File: src/rtl/sysid_regs_pkg.sv
// sysid_regs shared definitions.
// Register map, control bits and the read pipeline stage type.
package sysid_regs_pkg;

    localparam logic [2:0] ADDR_ID        = 3'd0;
    localparam logic [2:0] ADDR_TIMESTAMP = 3'd1;
    localparam logic [2:0] ADDR_VERSION   = 3'd2;
    localparam logic [2:0] ADDR_SCRATCH   = 3'd3;
    localparam logic [2:0] ADDR_UPTIME_LO = 3'd4;
    localparam logic [2:0] ADDR_UPTIME_HI = 3'd5;
    localparam logic [2:0] ADDR_CONTROL   = 3'd6;

    localparam int CTRL_CLEAR_BIT  = 0;
    localparam int CTRL_FREEZE_BIT = 1;

    typedef struct packed {
        logic        valid;
        logic [31:0] data;
    } rd_stage_t;

endpackage

File: src/rtl/sysid_regs_if.sv
// Avalon-MM slave bundle for sysid_regs.
// Master drives requests, slave returns pipelined read data.
interface sysid_regs_if;

    logic [2:0]  address;
    logic        chipselect;
    logic        read;
    logic        write;
    logic [31:0] writedata;
    logic [3:0]  byteenable;
    logic [31:0] readdata;
    logic        readdatavalid;

    modport master (
        output address, chipselect, read, write,
        output writedata, byteenable,
        input  readdata, readdatavalid
    );

    modport slave (
        input  address, chipselect, read, write,
        input  writedata, byteenable,
        output readdata, readdatavalid
    );

endinterface

File: src/rtl/sysid_uptime_counter.sv
// Free-running uptime counter with clear and freeze.
// Clear wins over freeze; the count wraps at full width.
module sysid_uptime_counter #(
    parameter int UPTIME_WIDTH = 64
) (
    input  logic                    clock,
    input  logic                    reset_n,
    input  logic                    i_clear,
    input  logic                    i_freeze,
    output logic [UPTIME_WIDTH-1:0] o_count
);

    localparam logic [UPTIME_WIDTH-1:0] ONE = UPTIME_WIDTH'(1);

    logic [UPTIME_WIDTH-1:0] r_count;

    // Count every cycle unless frozen; clear forces zero.
    always_ff @(posedge clock or negedge reset_n) begin
        if (!reset_n) begin
            r_count <= '0;
        end else if (i_clear) begin
            r_count <= '0;
        end else if (!i_freeze) begin
            r_count <= r_count + ONE;
        end
    end

    assign o_count = r_count;

endmodule

File: src/rtl/sysid_regs.sv
// System-ID register slave: constants, scratch, uptime with
// snapshot shadow, and a fixed read-latency pipeline.
module sysid_regs
    import sysid_regs_pkg::*;
#(
    parameter logic [31:0] SYSTEM_ID    = 32'h0000_0000,
    parameter logic [31:0] TIMESTAMP    = 32'h0000_0000,
    parameter logic [31:0] VERSION      = 32'h0001_0000,
    parameter int          UPTIME_WIDTH = 64,
    parameter int          READ_LATENCY = 1
) (
    input  logic         clock,
    input  logic         reset_n,
    sysid_regs_if.slave  bus
);

    logic                    w_rd_acc;
    logic                    w_wr_acc;
    logic                    w_clear;
    logic [UPTIME_WIDTH-1:0] w_count;
    logic [31:0]             w_rdata;
    rd_stage_t               w_stage0;
    rd_stage_t               w_last;

    logic [31:0] r_scratch;
    logic        r_freeze;
    logic [31:0] r_shadow;
    logic [31:0] r_rdata;
    logic        r_rdv;

    // A write in the same cycle as a read wins; the read is dropped.
    assign w_wr_acc = bus.chipselect & bus.write;
    assign w_rd_acc = bus.chipselect & bus.read & ~bus.write;

    assign w_clear = w_wr_acc
                   & (bus.address == ADDR_CONTROL)
                   & bus.writedata[CTRL_CLEAR_BIT];

    sysid_uptime_counter #(
        .UPTIME_WIDTH (UPTIME_WIDTH)
    ) u_cnt (
        .clock    (clock),
        .reset_n  (reset_n),
        .i_clear  (w_clear),
        .i_freeze (r_freeze),
        .o_count  (w_count)
    );

    // Read mux, sampled at acceptance.
    always_comb begin
        w_rdata = '0;
        unique case (bus.address)
            ADDR_ID:        w_rdata = SYSTEM_ID;
            ADDR_TIMESTAMP: w_rdata = TIMESTAMP;
            ADDR_VERSION:   w_rdata = VERSION;
            ADDR_SCRATCH:   w_rdata = r_scratch;
            ADDR_UPTIME_LO: w_rdata = w_count[31:0];
            ADDR_UPTIME_HI: w_rdata = r_shadow;
            ADDR_CONTROL:   begin
                w_rdata = '0;
                w_rdata[CTRL_FREEZE_BIT] = r_freeze;
            end
            default:        w_rdata = '0;
        endcase
    end

    // SCRATCH byte lanes and the CONTROL freeze bit.
    always_ff @(posedge clock or negedge reset_n) begin
        if (!reset_n) begin
            r_scratch <= '0;
            r_freeze  <= 1'b0;
        end else if (w_wr_acc) begin
            if (bus.address == ADDR_SCRATCH) begin
                for (int i = 0; i < 4; i++) begin
                    if (bus.byteenable[i]) begin
                        r_scratch[8*i +: 8] <= bus.writedata[8*i +: 8];
                    end
                end
            end
            if (bus.address == ADDR_CONTROL) begin
                r_freeze <= bus.writedata[CTRL_FREEZE_BIT];
            end
        end
    end

    // Reading UPTIME_LO latches the upper count bits for UPTIME_HI.
    always_ff @(posedge clock or negedge reset_n) begin
        if (!reset_n) begin
            r_shadow <= '0;
        end else if (w_rd_acc && bus.address == ADDR_UPTIME_LO) begin
            r_shadow <= 32'(w_count >> 32);
        end
    end

    assign w_stage0 = '{valid: w_rd_acc, data: w_rdata};

    generate
        if (READ_LATENCY == 2) begin : g_lat2
            rd_stage_t r_stage;

            // Extra delay stage for two-cycle latency.
            always_ff @(posedge clock or negedge reset_n) begin
                if (!reset_n) begin
                    r_stage <= '0;
                end else begin
                    r_stage <= w_stage0;
                end
            end

            assign w_last = r_stage;
        end else begin : g_lat1
            assign w_last = w_stage0;
        end
    endgenerate

    // Output stage: valid pulses once, data holds between reads.
    always_ff @(posedge clock or negedge reset_n) begin
        if (!reset_n) begin
            r_rdv   <= 1'b0;
            r_rdata <= '0;
        end else begin
            r_rdv <= w_last.valid;
            if (w_last.valid) begin
                r_rdata <= w_last.data;
            end
        end
    end

    assign bus.readdata      = r_rdata;
    assign bus.readdatavalid = r_rdv;

endmodule

File: src/flat_wrapper.sv
// flat-port wrapper written by rule: the top's interface ports become plain ports
module sysid_regs_flat import sysid_regs_pkg::*;
#(
    parameter logic [31:0] SYSTEM_ID    = 32'h0000_0000,
    parameter logic [31:0] TIMESTAMP    = 32'h0000_0000,
    parameter logic [31:0] VERSION      = 32'h0001_0000,
    parameter int          UPTIME_WIDTH = 64,
    parameter int          READ_LATENCY = 1
)
  (clock, reset_n, bus_address, bus_chipselect, bus_read, bus_write, bus_writedata, bus_byteenable, bus_readdata, bus_readdatavalid);
  sysid_regs_if bus_i ();
  input  logic clock;
  input  logic reset_n;
  input wire logic [$bits(bus_i.address)-1:0] bus_address;
  input wire logic [$bits(bus_i.chipselect)-1:0] bus_chipselect;
  input wire logic [$bits(bus_i.read)-1:0] bus_read;
  input wire logic [$bits(bus_i.write)-1:0] bus_write;
  input wire logic [$bits(bus_i.writedata)-1:0] bus_writedata;
  input wire logic [$bits(bus_i.byteenable)-1:0] bus_byteenable;
  output wire logic [$bits(bus_i.readdata)-1:0] bus_readdata;
  output wire logic [$bits(bus_i.readdatavalid)-1:0] bus_readdatavalid;
  assign bus_i.address = bus_address;
  assign bus_i.chipselect = bus_chipselect;
  assign bus_i.read = bus_read;
  assign bus_i.write = bus_write;
  assign bus_i.writedata = bus_writedata;
  assign bus_i.byteenable = bus_byteenable;
  assign bus_readdata = bus_i.readdata;
  assign bus_readdatavalid = bus_i.readdatavalid;
  sysid_regs #(.SYSTEM_ID(SYSTEM_ID), .TIMESTAMP(TIMESTAMP), .VERSION(VERSION), .UPTIME_WIDTH(UPTIME_WIDTH), .READ_LATENCY(READ_LATENCY)) u_core (.clock(clock), .reset_n(reset_n), .bus(bus_i));
endmodule
File: config.mk
export PLATFORM = sky130hd
export DESIGN_NAME = sysid_regs_flat
export DESIGN_NICKNAME = d
export VERILOG_FILES = /design/src/rtl/sysid_regs_pkg.sv /design/src/rtl/sysid_regs_if.sv /design/src/rtl/sysid_uptime_counter.sv /design/src/rtl/sysid_regs.sv /design/src/flat_wrapper.sv
export SDC_FILE = /design/constraint.sdc
export NUM_CORES = 1
export LEC_CHECK = 0
export CAP_MARGIN = 30
export CORE_AREA = 10 10 101 171
export CTS_BUF_LIST = sky130_fd_sc_hd__clkbuf_16
export DETAILED_ROUTE_END_ITERATION = 16
export DIE_AREA = 0 0 111 181
export DONT_BUFFER_PORTS = 1
export GPL_ROUTABILITY_DRIVEN = 0
export HOLD_SLACK_MARGIN = 0.02
export MAX_ROUTING_LAYER = met4
export PLACE_DENSITY_LB_ADDON = 0.1
export SKIP_LAST_GASP = 1
export SLEW_MARGIN = 0
export SYNTH_ARGS = -nofsm -noshare
export SYNTH_HDL_FRONTEND = slang
export SYNTH_SLANG_ARGS = --single-unit
File: constraint.sdc
create_clock -name clock -period 4.79 [get_ports clock]
set_input_delay 0.958 -clock clock [delete_from_list [all_inputs] [get_ports clock]]
set_output_delay 0.958 -clock clock [all_outputs]
set_load 0.01 [all_outputs]
==> qor.csv <==
metric,value,unit
grt_overflow,0,
n_fill_cell,1141,
cts_resized,0,
routed_wl,19.7,mm
leakagePower,3.68,nW
antenna_found_initial,0,
power,3.80,mW
cts.clk_slew.worst_paths,0.07,ns
async_reset_ff_share,100,%
synth_largest_area_cell,dfrtp_1,
worst-path-buf-inv,0,
max_stage_delay,0.67,ns
crit_path_end_kind,register,
syn_area,7750,um2
yosysWarnings,0,
cp_slowest_cell,nor4_1,
synth_common_cells,"162 x dfrtp_1, 65 x mux2_2, 60 x nand2_1, 55 x o21ai_0, 47 x nor2_1",
syn_nets,758,
vias,5646,
die_w,111,um
diodes,0,
cts.sinks,162,
setup-tns-final,0,ns
ys_seq_area_share,52.3,%
synth_edf_count,0,
final_layout_size_suffix_gt1_share,16.6,%
drt_iter0_markers,424,
dp_cells,867,
min_period_over_period,54.0,%
relSlewSlack,40.3,%
synth_most_common_cell,dfrtp_1,
avgViaCountPerCell,6.28,
root_buffer,clkbuf_16,
pwr_density_cell,445,nW/um2
cts_setup_buffers,0,
clock.fmax,387,MHz
fin_crit,2.59,ns
start_util,54.2,%
wl_per_cell,22.0,um
grt_max_degree,163,
drc,0,
clockBufferDepth,2,
netlist.area_leader.share,52.3,%
cp-start-kind,register,
grt_pass1_wl,31.6,mm
multi_input_area,3520,um2
fin_cells,899,
preCtsSetupSlack,1.91,ns
fin_skew,0.0111,ns
post-dp-hpwl,14.4,mm
area_growth,10.2,%
crit_chain,"ha_1, nand3_1, nor4_1, nand4_1, or3_1, a21oi_1",
clk_latency,0.43,ns
ctsHoldBuffers,0,
ant_nets,0,
timing.final.ws_setup,2.20,ns
critical_path_class,register to register,
synthDistinctLibCells,39,
critical_path_arrival,2.92,ns
hold_path_class,input port to async pin,
fin_nets,751,
synth_cells,713,
cts_max_level,4,
synth_area_leaders,"dfrtp_1 52%, mux2_2 9.4%, mux2i_1 4.3%",
drt_pass1_iterations,7,
cts_tree,built,
cts_inserted_buffers,17,
dieArea,20100,um2
cpLargestDelayFamily,simple AND/OR/NAND/NOR gates,
ys_ff_latch,162,
grt_pass1_vias,5601,
synthesis.area_per_instance,10.9,um2
drv_cap,0,
setup_viol,0,
status,"finished, final reports clean",
drv_slew,0,
grtUsageTotal,19.9,%
cp_max_fo,6,
final-seq-area,4050,um2
synthFlopType,dfrtp_1,
peakVddDrop,262,uV
core.rowCount,58,
worst_slew_pin_slew,0.896,ns
core,14300,um2
rsz0062_at_grt,no,
required,5.13,ns
die_h,181,um
io_pins,77,
port_buffers,0,
finalHoldViolations,0,
-- metrics by stage --
stage               area (um2)  hold slack, ns  utilization, %
finish                    8540           0.222            59.8
CTS                       8540           0.212            59.8
global placement          7890           0.488            55.2
floorplan                 7750           0.479               -
detailed placement        7970           0.493            55.7
global route              8540           0.203            59.8
-- sequential cells by signal (all words and copies together), names as in the netlist --
register                  cells
u_core.r_shadow              32
u_core.bus.readdata          32
u_core.r_scratch             32
u_core.bus.readdatavalid      1
u_core.r_freeze               1
u_core.u_cnt.o_count         64
-- worst paths after layout --
kind | startpoint | cells after the start | slack, ns | endpoint
min | reset_n | 0 | 0.22 | u_core.r_scratch[13]$_DFFE_PN0P_
min reg2reg | u_core.r_scratch[20]$_DFFE_PN0P_ | 1 | 0.51 | u_core.r_scratch[20]$_DFFE_PN0P_
min in group clock | u_core.r_scratch[20]$_DFFE_PN0P_ | 1 | 0.51 | u_core.r_scratch[20]$_DFFE_PN0P_
max reg2reg | u_core.u_cnt.o_count[0]$_DFFE_PN0P_ | 6 | 2.20 | u_core.u_cnt.o_count[56]$_DFFE_PN0P_
max in group asynchronous | reset_n | 0 | 4.38 | u_core.u_cnt.o_count[60]$_DFFE_PN0P_
max | u_core.u_cnt.o_count[0]$_DFFE_PN0P_ | 6 | 2.20 | u_core.u_cnt.o_count[56]$_DFFE_PN0P_
-- layer usage --
metal	up-vias	share of wire (%)	global-route usage (%)
li1	2598	-	-
met3	37	3.9	3.81
met4	0	3.3	7.58
met1	2839	39	22.1
met5	-	0	-
met2	172	54	34.6
-- final cells by class --
class,instances,area share (%)
flip-flops and latches,162,47.5
multi-input cells,506,41.2
clock buffers,17,4.98
well taps,180,2.64
clock inverters,15,1.74
repair buffers,10,1.58
inverters,9,0.395
-- cell usage in the layout, fill, tap and decap left out, drive strengths merged, types with 17 or more instances in the layout --
cell	instances
or3	23
nand3	23
o21ai	55
a21oi	29
nand4	38
dfrtp	162
a22o	31
nand2	60
clkbuf	17
mux2i	33
xor2	22
mux2	65
nor2	47
-- power breakdown --
| group | internal, mW | total (mW) | switching, mW |
|---|---|---|---|
| clock | 0.730 | 1.33 | 0.601 |
| sequential | 1.64 | 1.99 | 0.347 |
| combinational | 0.270 | 0.482 | 0.212 |
| total | 2.64 | 3.80 | 1.16 |
-- logic make-up after synthesis --
logic type,count (synthesis),synth area share [%]
AOI/OAI and AO/OA,124,9.83
xor gates and xnor gates,34,3.84
adders and majority gates,1,0.161
buffers and inverters,45,2.41
DFF,162,52.3
muxes,98,13.7
and+or+nand+nor,249,17.7
Note: power is estimated with default switching activity, not from simulation.
==> patch, RTL diff (same flow settings) <==
`UPTIME_WIDTH` is set to 64 in 3 places; all go to 128.
--- a/src/rtl/sysid_uptime_counter.sv
+++ b/src/rtl/sysid_uptime_counter.sv
@@ -1,7 +1,7 @@
 // Free-running uptime counter with clear and freeze.
 // Clear wins over freeze; the count wraps at full width.
 module sysid_uptime_counter #(
-    parameter int UPTIME_WIDTH = 64
+    parameter int UPTIME_WIDTH = 128
 ) (
     input  logic                    clock,
     input  logic                    reset_n,
--- a/src/rtl/sysid_regs.sv
+++ b/src/rtl/sysid_regs.sv
@@ -6,7 +6,7 @@
     parameter logic [31:0] SYSTEM_ID    = 32'h0000_0000,
     parameter logic [31:0] TIMESTAMP    = 32'h0000_0000,
     parameter logic [31:0] VERSION      = 32'h0001_0000,
-    parameter int          UPTIME_WIDTH = 64,
+    parameter int          UPTIME_WIDTH = 128,
     parameter int          READ_LATENCY = 1
 ) (
     input  logic         clock,
--- a/src/flat_wrapper.sv
+++ b/src/flat_wrapper.sv
@@ -4,7 +4,7 @@
     parameter logic [31:0] SYSTEM_ID    = 32'h0000_0000,
     parameter logic [31:0] TIMESTAMP    = 32'h0000_0000,
     parameter logic [31:0] VERSION      = 32'h0001_0000,
-    parameter int          UPTIME_WIDTH = 64,
+    parameter int          UPTIME_WIDTH = 128,
     parameter int          READ_LATENCY = 1
 )
   (clock, reset_n, bus_address, bus_chipselect, bus_read, bus_write, bus_writedata, bus_byteenable, bus_readdata, bus_readdatavalid);
Check against the original RTL: same outputs for any inputs over 4 cycles, from zero or initial values and one cycle with reset_n low; that may be too few to reach the edited logic, so the function may still have changed.
==> patch against the unedited design <==
  * First-iteration DRC count down 22%
  * Critical path depth decreased by 1
  * Combinational power rose by 1%
  * Largest cell class unchanged
  * Routed wire length down 2.4%
  * Power shrank 0.45%
  * Synthesized area decreased by 0.66%
  * Sequential cell count is the same
  * Cell area decreased by 1.2%
  * Clock skew decreased by 0.00097 ns
  * Setup slack got worse by 0.28 ns
==> patch: results <==
{
  "port_buffers": 0,
  "synthAdderAreaFrac": 0.001625,
  "async_flop_share": 1.000,
  "place_hpwl_um": 13700,
  "met3WireLength_um": 891,
  "synth_nets": 748,
  "vias_per_cell": 6.228,
  "routedWlPerCell_um": 21.68,
  "synth_xor_area_frac": 0.03754,
  "wl_met1_um": 8199,
  "track_usage": 0.1971,
  "switchingPower_uw": 1144,
  "dp_cells": 857,
  "synth_edf_count": 0,
  "synth_mux_area_frac": 0.1380,
  "met2_usage": 0.3163,
  "synth_commonest_cells": "dfrtp_1, mux2_2, nand2_1",
  "netlist_top_cells_area": "dfrtp_1, mux2_2, mux2i_1, o21ai_0, a22o_1",
  "layout.cells.non_filler": 889,
  "finalClockSkew_ns": 0.01011,
  "fill_cells": 1198,
  "arrival_ns": 3.21,
  "drt_first_pass_iters": 5,
  "synth_compound_area_frac": 0.1008,
  "htreeDepth": 4,
  "drt_iter0_markers": 332,
  "ys_types": 38,
  "fin_nets": 741,
  "cts_root_buf": "clkbuf_16",
  "status": "completed",
  "synth_seq_area_share": 0.5266,
  "grt_pass1_wl_um": 31550,
  "grt_pass1_vias": 5636,
  "timing.fmax_mhz": 348.8,
  "hold_class": "input port to asynchronous set/reset pin",
  "gr-usage-met3": 0.03847,
  "grt_max_degree": 163,
  "ir_drop_v": 0.0002202,
  "syn_area_per_cell_um2": 10.95,
  "reg2reg_from": "u_core.u_cnt.o_count[8]$_DFFE_PN0P_",
  "cp_max_fo": 25,
  "yosys_most_used_dff": "dfrtp_1",
  "final_layout_size_suffix_gt1_frac": 0.1678,
  "antenna_found_initial": 0,
  "p_leak_uw": 0.003628,
  "use_met1": 0.2427,
  "timing.slew.headroom": 0.3694,
  "met2_length_um": 9793
}
==> patch: changes by cell type after synthesis, sizes merged, moves of 3 or more <==
cell,delta
a21oi,+3
and2,-4
inv,-3
nand4,-8
nand4b,+3
nor2,+3
nor3,-4
nor4,+3
==> patch: final timing paths <==
kind                                                              to  depth (start not counted)
min in group clock                  u_core.r_scratch[13]$_DFFE_PN0P_                          1
worst min register to register      u_core.r_scratch[13]$_DFFE_PN0P_                          1
worst max register to register  u_core.u_cnt.o_count[41]$_DFFE_PN0P_                          5
worst max-delay path            u_core.u_cnt.o_count[41]$_DFFE_PN0P_                          5
max in group asynchronous            u_core.r_shadow[28]$_DFFE_PN0P_                          0
worst min-delay path              u_core.bus.readdata[6]$_DFFE_PN0P_                          0
==> patch: power by group through the flow <==
stage | sequential (uW) | combinational, uW | clock (uW)
2_1_floorplan | 1870 | 425 | 0
3_3_place_gp | 1970 | 465 | 0
6_report | 1960 | 489 | 1330
3_5_place_dp | 1980 | 489 | 0
4_1_cts | 1960 | 494 | 1350
5_1_grt | 2000 | 554 | 1420
==> patch: cell type report <==
cell class                      count  area share
Clock inverter                     15     0.01749
Sequential cell                   162      0.4802
Multi-Input combinational cell    503      0.4149
Inverter                            6    0.002668
Tap cell                          180     0.02668
Timing Repair Buffer                6    0.007707
Clock buffer                       17     0.05039
==> patch: worst max-delay path, stage by stage, from the launching register on <==
cell	delay, ns
dfrtp_1	0.44
and4_1	0.28
and4_1	0.47
nand3_1	0.71
or4_1	0.73
a21oi_1	0.15
==> patch: metrics by stage <==
stage | area (um^2) | hold slack, ns | power [uW]
finish | 8442 | 0.2196 | 3786
global route | 8442 | 0.2035 | 3972
CTS | 8442 | 0.2049 | 3805
detailed placement | 7869 | 0.4935 | 2474
global placement | 7841 | 0.4888 | 2435
floorplan | 7699 | 0.4793 | 2290
